<file path="src/rtl/pf_iod_ctrl_out_lanes.sv">
// Gearboxed DDR4 control-pin output lanes with a shared delay-line tap sequencer.
// Optional CTRL_OUT_PIPE_EN adds a second register stage on TX_DATA_OUT/OE_DATA_OUT.
module pf_iod_ctrl_out_lanes #(
    parameter int unsigned NUM_LANES = 4,
    parameter int unsigned GEAR      = 4,
    parameter int unsigned LANE_W    = 2,
    parameter int unsigned TAP_W     = 8,
    parameter int unsigned MOVE_GAP  = 2
) (
    input  logic                      FAB_CLK,
    input  logic                      SYNC_RST_N,
    input  logic [NUM_LANES*GEAR-1:0] TX_DATA_IN,
    input  logic [NUM_LANES-1:0]      OE_IN,
    output logic [NUM_LANES*GEAR-1:0] TX_DATA_OUT,
    output logic [NUM_LANES*GEAR-1:0] OE_DATA_OUT,
    input  logic                      TAP_REQ_VALID,
    output logic                      TAP_REQ_READY,
    input  logic [LANE_W-1:0]         TAP_REQ_LANE,
    input  logic [TAP_W-1:0]          TAP_REQ_VALUE,
    input  logic                      TAP_REQ_RELOAD,
    output logic [NUM_LANES-1:0]      DELAY_LINE_LOAD,
    output logic [NUM_LANES-1:0]      DELAY_LINE_MOVE,
    output logic [NUM_LANES-1:0]      DELAY_LINE_DIRECTION,
    input  logic [NUM_LANES-1:0]      DELAY_LINE_OUT_OF_RANGE,
    output logic                      TAP_DONE,
    output logic                      TAP_ERR,
    output logic [TAP_W-1:0]          TAP_STATUS
);

    localparam int unsigned GAP_W = (MOVE_GAP > 1) ? $clog2(MOVE_GAP) : 1;

    localparam logic [2:0] S_IDLE = 3'd0;
    localparam logic [2:0] S_LOAD = 3'd1;
    localparam logic [2:0] S_MOVE = 3'd2;
    localparam logic [2:0] S_GAP  = 3'd3;
    localparam logic [2:0] S_DONE = 3'd4;
    localparam logic [2:0] S_ERR  = 3'd5;

    logic [NUM_LANES*GEAR-1:0] tx_q, oe_q, oe_rep;

    always_comb begin
        oe_rep = '0;
        for (int unsigned l = 0; l < NUM_LANES; l++) begin
            oe_rep[l*GEAR +: GEAR] = {GEAR{OE_IN[l]}};
        end
    end

    always_ff @(posedge FAB_CLK) begin
        if (!SYNC_RST_N) begin
            tx_q <= '0;
            oe_q <= '0;
        end else begin
            tx_q <= TX_DATA_IN;
            oe_q <= oe_rep;
        end
    end

`ifdef CTRL_OUT_PIPE_EN
    logic [NUM_LANES*GEAR-1:0] tx2_q, oe2_q;

    always_ff @(posedge FAB_CLK) begin
        if (!SYNC_RST_N) begin
            tx2_q <= '0;
            oe2_q <= '0;
        end else begin
            tx2_q <= tx_q;
            oe2_q <= oe_q;
        end
    end

    assign TX_DATA_OUT = tx2_q;
    assign OE_DATA_OUT = oe2_q;
`else
    assign TX_DATA_OUT = tx_q;
    assign OE_DATA_OUT = oe_q;
`endif

    logic [2:0]           state_q, state_d;
    logic                 ready_q;
    logic [LANE_W-1:0]    lane_q, lane_d;
    logic [TAP_W-1:0]     tgt_q, tgt_d;
    logic                 dir_q, dir_d;
    logic [GAP_W-1:0]     gap_q, gap_d;
    logic [TAP_W-1:0]     status_q;
    logic [TAP_W-1:0]     cur_q [NUM_LANES];
    logic [NUM_LANES-1:0] lane_oh;
    logic [TAP_W-1:0]     cap_cur, req_cur, cur_wval;
    logic                 req_lane_ok, cur_we, oor_sel;

    // Lane muxes are built by comparison so an out-of-range index never addresses cur_q.
    always_comb begin
        lane_oh     = '0;
        cap_cur     = '0;
        req_cur     = '0;
        req_lane_ok = 1'b0;
        for (int unsigned l = 0; l < NUM_LANES; l++) begin
            if ({1'b0, lane_q} == (LANE_W+1)'(l)) begin
                lane_oh[l] = 1'b1;
                cap_cur    = cur_q[l];
            end
            if ({1'b0, TAP_REQ_LANE} == (LANE_W+1)'(l)) begin
                req_lane_ok = 1'b1;
                req_cur     = cur_q[l];
            end
        end
    end

    assign oor_sel = |(DELAY_LINE_OUT_OF_RANGE & lane_oh);

    always_comb begin
        state_d  = state_q;
        lane_d   = lane_q;
        tgt_d    = tgt_q;
        dir_d    = dir_q;
        gap_d    = gap_q;
        cur_we   = 1'b0;
        cur_wval = cap_cur;
        case (state_q)
            S_IDLE: begin
                if (TAP_REQ_VALID && ready_q) begin
                    lane_d = TAP_REQ_LANE;
                    tgt_d  = TAP_REQ_VALUE;
                    if (!req_lane_ok) begin
                        state_d = S_ERR;
                    end else if (TAP_REQ_RELOAD) begin
                        state_d = S_LOAD;
                    end else if (TAP_REQ_VALUE != req_cur) begin
                        state_d = S_MOVE;
                        dir_d   = (TAP_REQ_VALUE > req_cur);
                    end else begin
                        state_d = S_DONE;
                    end
                end
            end
            S_LOAD: begin
                cur_we   = 1'b1;
                cur_wval = '0;
                if (tgt_q != '0) begin
                    state_d = S_MOVE;
                    dir_d   = 1'b1;
                end else begin
                    state_d = S_DONE;
                end
            end
            S_MOVE: begin
                state_d = S_GAP;
                gap_d   = GAP_W'(MOVE_GAP - 1);
            end
            S_GAP: begin
                if (gap_q != '0) begin
                    gap_d = gap_q - GAP_W'(1);
                end else if (oor_sel) begin
                    state_d = S_ERR;
                end else begin
                    cur_we   = 1'b1;
                    cur_wval = dir_q ? cap_cur + TAP_W'(1) : cap_cur - TAP_W'(1);
                    state_d  = (cur_wval != tgt_q) ? S_MOVE : S_DONE;
                end
            end
            default: state_d = S_IDLE;
        endcase
    end

    always_ff @(posedge FAB_CLK) begin
        if (!SYNC_RST_N) begin
            state_q  <= S_IDLE;
            ready_q  <= 1'b0;
            lane_q   <= '0;
            tgt_q    <= '0;
            dir_q    <= 1'b0;
            gap_q    <= '0;
            status_q <= '0;
            for (int unsigned l = 0; l < NUM_LANES; l++) begin
                cur_q[l] <= '0;
            end
        end else begin
            state_q  <= state_d;
            ready_q  <= (state_d == S_IDLE);
            lane_q   <= lane_d;
            tgt_q    <= tgt_d;
            dir_q    <= dir_d;
            gap_q    <= gap_d;
            status_q <= (|lane_oh) ? cap_cur : status_q;
            for (int unsigned l = 0; l < NUM_LANES; l++) begin
                if (cur_we && lane_oh[l]) begin
                    cur_q[l] <= cur_wval;
                end
            end
        end
    end

    assign TAP_REQ_READY        = ready_q;
    assign DELAY_LINE_LOAD      = (state_q == S_LOAD) ? lane_oh : '0;
    assign DELAY_LINE_MOVE      = (state_q == S_MOVE) ? lane_oh : '0;
    assign DELAY_LINE_DIRECTION = ((state_q == S_MOVE || state_q == S_GAP) && dir_q) ? lane_oh : '0;
    assign TAP_DONE             = (state_q == S_DONE);
    assign TAP_ERR              = (state_q == S_ERR);
    assign TAP_STATUS           = status_q;

endmodule

</file>
<file path="config.mk">
export PLATFORM = sky130hd
export DESIGN_NAME = pf_iod_ctrl_out_lanes
export DESIGN_NICKNAME = d
export VERILOG_FILES = /design/src/rtl/pf_iod_ctrl_out_lanes.sv
export SDC_FILE = /design/constraint.sdc
export NUM_CORES = 1
export LEC_CHECK = 0
export ABC_AREA = 0
export CORE_MARGIN = 5
export CORE_UTILIZATION = 40
export DETAILED_ROUTE_END_ITERATION = 8
export HOLD_SLACK_MARGIN = 0.12
export PLACE_DENSITY = 0.7
export REMOVE_ABC_BUFFERS = 1
export SYNTH_ARGS = -nofsm -noshare
export SYNTH_HDL_FRONTEND = slang
export SYNTH_SLANG_ARGS = --single-unit
</file>
<file path="constraint.sdc">
create_clock -name FAB_CLK -period 4 [get_ports FAB_CLK]
set_input_delay 0.6 -clock FAB_CLK [delete_from_list [all_inputs] [get_ports FAB_CLK]]
set_output_delay 0.6 -clock FAB_CLK [all_outputs]
set_load 0.03 [all_outputs]
</file>
# Word-level counts from Yosys, hierarchy flattened

Memories as Yosys holds them, arrays and structs flattened.
Index checks and enable logic that the tools add are counted.

Flip-flop bits (word level): 53
RAM bits: 32
Bits of input ports: 38
Output and inout port bits: 55
Word-level logic and storage cells: 115
Memories kept: 1

Memory list:

| memory | words | width | rd ports | clocked after Yosys merged registers in | write ports | RTL line | source |
|---|---|---|---|---|---|---|---|
| cur_q  | 4     | 8     | 4        | 0                                       | 4           | 85       | `logic [TAP_W-1:0] cur_q [NUM_LANES];` |

$add $sub $neg: 3
Magnitude comparators: 1
Equality and inequality tests: 18
Multiplexer cells: 60
Bitwise gates (word level): 5
Reduce and logical (&&, ||, !) cells: 18

Operators by type and width:

| operator            | number |
|---|---|
| $mux 8              | 15 |
| $mux 1              | 29 |
| $mux 3              | 8 |
| $ne 8x8->1          | 2 |
| $pmux 8 s2          | 1 |
| $mux 4              | 3 |
| $pmux 3 s4          | 1 |
| $ne 2x2->1 const B  | 5 |
| $add 8x1->8 const B | 1 |
| $eq 2x2->1 const B  | 4 |
| $gt 8x8->1          | 1 |
| $reduce_bool 8->1   | 1 |
| $reduce_or 4->1     | 2 |
| $sub 8x1->8 const B | 1 |
| $eq 3x2->1 const B  | 2 |
| $eq 3x3->1 const B  | 2 |
| $logic_and 1x1->1   | 6 |
| $logic_not 3->1     | 2 |
| $pmux 1 s2          | 3 |
| $reduce_and 6->1    | 1 |
| $and 4x4->4         | 1 |
| $eq 2x1->1 const B  | 2 |
| $logic_not 2->1     | 2 |
| $or 1x1->1          | 4 |
| other kinds (5)     | 6 |

# Depth between registers and ports, before layout

Depth after elaboration: 13
Mapped depth: 10
Mapped depth without buffers: 10

# Worst setup path after synthesis

Ideal clock, no wire load.

Path type: in2reg
Start point: input port TAP_REQ_LANE[0]
End point: register dir_q
Arrival: 2.986 ns
Required time: 3.919 ns
Slack: 0.933 ns
Stages: 10
Buffers on the path: 1
Cell sequence: clkbuf_1 -> mux4_2 -> inv_1 -> ha_1 -> and4_1 -> a2111oi_0 -> a21oi_1 -> nor3_1 -> o21ai_0 -> a41oi_1

Longest elaborated chain between the ends: 11
Elaborated cells between the ends (all ways): 22
Classes of those cells: order compare (1); eq/ne (6); mux (13); reduce/logical (2)

Ends and longest elaborated chain:

| item                   | RTL line | source |
|---|---|---|
| start: declaration     | 18       | `input logic [LANE_W-1:0] TAP_REQ_LANE,` |
| $logic_not 2->1        | 101      | `if ({1'b0, TAP_REQ_LANE} == (LANE_W+1)'(l)) begin` |
| $mux 8 (4 in series)   | 101      |  |
| $gt 8x8->1             | 129      | `dir_d = (TAP_REQ_VALUE > req_cur);` |
| $mux 1                 | 127      | `end else if (TAP_REQ_VALUE != req_cur) begin` |
| $mux 1                 | 125      | `end else if (TAP_REQ_RELOAD) begin` |
| $mux 1                 | 123      | `if (!req_lane_ok) begin` |
| $mux 1                 | 120      | `if (TAP_REQ_VALID && ready_q) begin` |
| $pmux 1 s2             | 118      | `case (state_q)` |
| end signal: assignment | 181      | `dir_q <= dir_d;` |
| end: declaration       | 82       | `logic dir_q, dir_d;` |

Parallel ways exist; a longest one is shown, timed or not. The select of a mux whose other input is x is not followed.
A chain may end at the register's enable or synchronous reset.

==> impl_metrics.ini <==
[status]
status = complete, no violations

[sta]
hold_slack_ps = 491.8
finalSetupTns_ps = 0
hold_violations = 0
rsz0062_at_grt = no
fmax_ghz = 0.2938
finalCritPeriodShare_pct = 85.10
worst_slew_pin_slew_ps = 640.9
post-route-min-period_ps = 3404
setup_viol = 0
slew_headroom_pct = 56.17
slew_violations = 0
clock_skew_ps = 9.146

[grt]
antenna_found_initial = 0
grt_pass1_vias = 3011
grt_pass1_wl_um = 15610
grt.total_usage_pct = 17.25
grt_remaining_overflow = 0
grt_max_degree = 31

[clock_tree]
cts.path.max_buffers = 2
ctsHoldBuffers = 0
cts_setup_buffers = 0
cts_max_level = 3
cts_tree = built
clk_pin_slew_ps = 90
clock_sinks = 76
clkLatencyLatePin_ps = 360
cts_buffers = 9
cts_resized = 0
cts-root-buf = clkbuf_8

[worst_setup_path]
cp.required_ps = 4100
timing.rr.start = lane_q[0]
crit_path_max_incr_delay_ps = 670
cp-startpoint = lane_q[0]
worstPathArrival_ps = 3500
path_max_fanout = 10
crit_buf_inv = 0
cp-start-kind = flop
cp_cell_sequence = mux4_2 > ha_1 > a21oi_1 > o21ai_0 > a211oi_1 > xnor2_1 > a22oi_1 > nor2_1
end_kind = flop
cpLargestDelayFamily = compound AO/OA/AOI/OAI gates
slowest_stage = dfxtp_1
critical_path_class = reg2reg

[synth]
post_synth_inst_count = 367
synth_most_common_cell = nor2_1
synth_top_family_by_area = simple AND/OR/NAND/NOR gates
ys.flop_type = dfxtp_1
synth_cell_types = 50
synth_area_mm2 = 0.004001
synthAdderAreaFrac_pct = 4.878
async_flop_share_pct = 0
synthTopCellsByArea = edfxtp_1 (24%), dfxtp_1 (22%), mux4_2 (9.0%), nor2_1 (4.8%), and2_1 (4.4%)
synthMuxAreaShare_pct = 12.51
yosys_warnings = 0
synth_area_per_cell_um2 = 10.90
synth_xor_area_share_pct = 3.158
yosys.area_share.simple_pct = 20.04
synth.largest_area_cell = edfxtp_1
yosysTopAreaCellShare_pct = 24.02
ys_ff_latch = 76
synthTopCellsByCount = nor2_1 (51), dfxtp_1 (44), edfxtp_1 (32)
seq_area_frac_synth_pct = 46.03
synth_compound_area_share_pct = 8.286
synth_edf_count = 32

[finish]
fillers = 864
area.growth.synth_to_final_pct = 30.30
nets = 505
drive_above_1_share_pct = 10.72
fin_cells = 590
diodes = 0

[pwr]
power_density_mw_per_mm2 = 396.6
leakagePower_nw = 1.939
vdd_ir_drop_max_mv = 0.1881

[place]
dp.final_hpwl_um = 7673
gp_congestion = 0.8537
numPortBuffers = 92
place_inst = 574

[routing]
wire_per_inst_um = 16.41
drt-vias-per-instance = 5.081
drt-initial-drc-count = 150
firstDrtPassIters = 5
drt-total-wl_um = 9679
via_count = 2998
drc = 0
ant_nets = 0

[die]
die_w_um = 110.0
core_area_mm2 = 0.009774
die_area_mm2 = 0.01210
placementRows = 36
die_h_um = 110.0
start_util_pct = 40.94
ios = 93

[flow_run]
drv_cap = 0

[worst_hold_path]
hold_start = gap_q
hold_path_class = reg2reg
[area by class of cell]
class,instances,area [um^2],area share [%]
clock buffers,9,123.9,2.376
inverters,13,48.80,0.9359
multi-input cells,250,1962,37.63
repair buffers,102,996.0,19.10
clock inverters,7,75.07,1.440
well taps,133,166.4,3.192
flip-flops and latches,76,1842,35.33
[metrics by stage]
step	utilization [%]	power [W]	cell area, um^2	worst slack [ps]
after detailed placement	51.31	0.001485	5015	320.2
final	53.34	0.002068	5214	596.1
after global placement	51.31	0.001474	5015	419.3
after CTS	53.34	0.002077	5214	621.7
after floorplan	-	0.001283	3846	671.3
after global routing	53.34	0.002179	5214	378.4
[state kept, by name, indices dropped and copies added, names as in the netlist]
name,cells
TX_DATA_OUT,16
tgt_q,8
TAP_REQ_READY,1
TAP_STATUS,8
lane_q,2
state_q,3
cur_q,32
dir_q,1
gap_q,1
OE_DATA_OUT,4
[metal layers]
metal / wire, um / vias up / global-route usage (%) / part of all wire (%)
met5: 0 / - / 0 / 0
met1: 4250 / 1443 / 21.72 / 44
met2: 4786 / 76 / 28.81 / 49
li1: - / 1464 / - / -
met4: 219 / 0 / 6.233 / 2.3
met3: 423 / 15 / 4.193 / 4.4
[worst paths after layout]
check	to	slack (ps)	cells past startpoint
max	cur_q[3][7]	600	8
min	gap_q	490	2
max reg2reg	cur_q[3][7]	600	8
min reg2reg	gap_q	490	2
[cells by family (layout without fill, tap and decap cells)]
family	count (synthesis)	count (layout)
buf+inv	41	131
flops	76	76
fa+ha+maj	15	15
xor+xnor	12	12
mux	30	30
simple gates	144	144
compound gates	49	49
[placed cells by master, fill, tap and decap left out, drive strengths merged, types with 10 or more instances in the layout]
master / count
clkdlybuf4s50: 92
nor2: 51
dfxtp: 44
edfxtp: 32
and2: 28
nor2b: 17
mux4: 16
mux2i: 14
ha: 14
inv: 14
o21ai: 13
nand2: 12
buf: 10
[power by group]
part | total, W | internal (W) | leakage (nW) | switching [W]
clock network | 0.000597 | 0.000290 | 0.0935 | 0.000307
registers | 0.000892 | 0.000853 | 0.694 | 0.0000384
logic | 0.000579 | 0.000267 | 1.15 | 0.000313
[worst register-to-register path, delay by kind of cell (launching register included)]
| kind | cells | cell delay [ps] |
|---|---|---|
| AND/OR/NAND/NOR | 1 | 70 |
| AO/OA/AOI/OAI | 4 | 1240 |
| XOR/XNOR | 1 | 170 |
| multiplexers | 1 | 630 |
| flip-flops | 1 | 670 |
| adder cells (fa/ha/maj) | 1 | 370 |
Note: power is estimated with default switching activity, not from simulation.
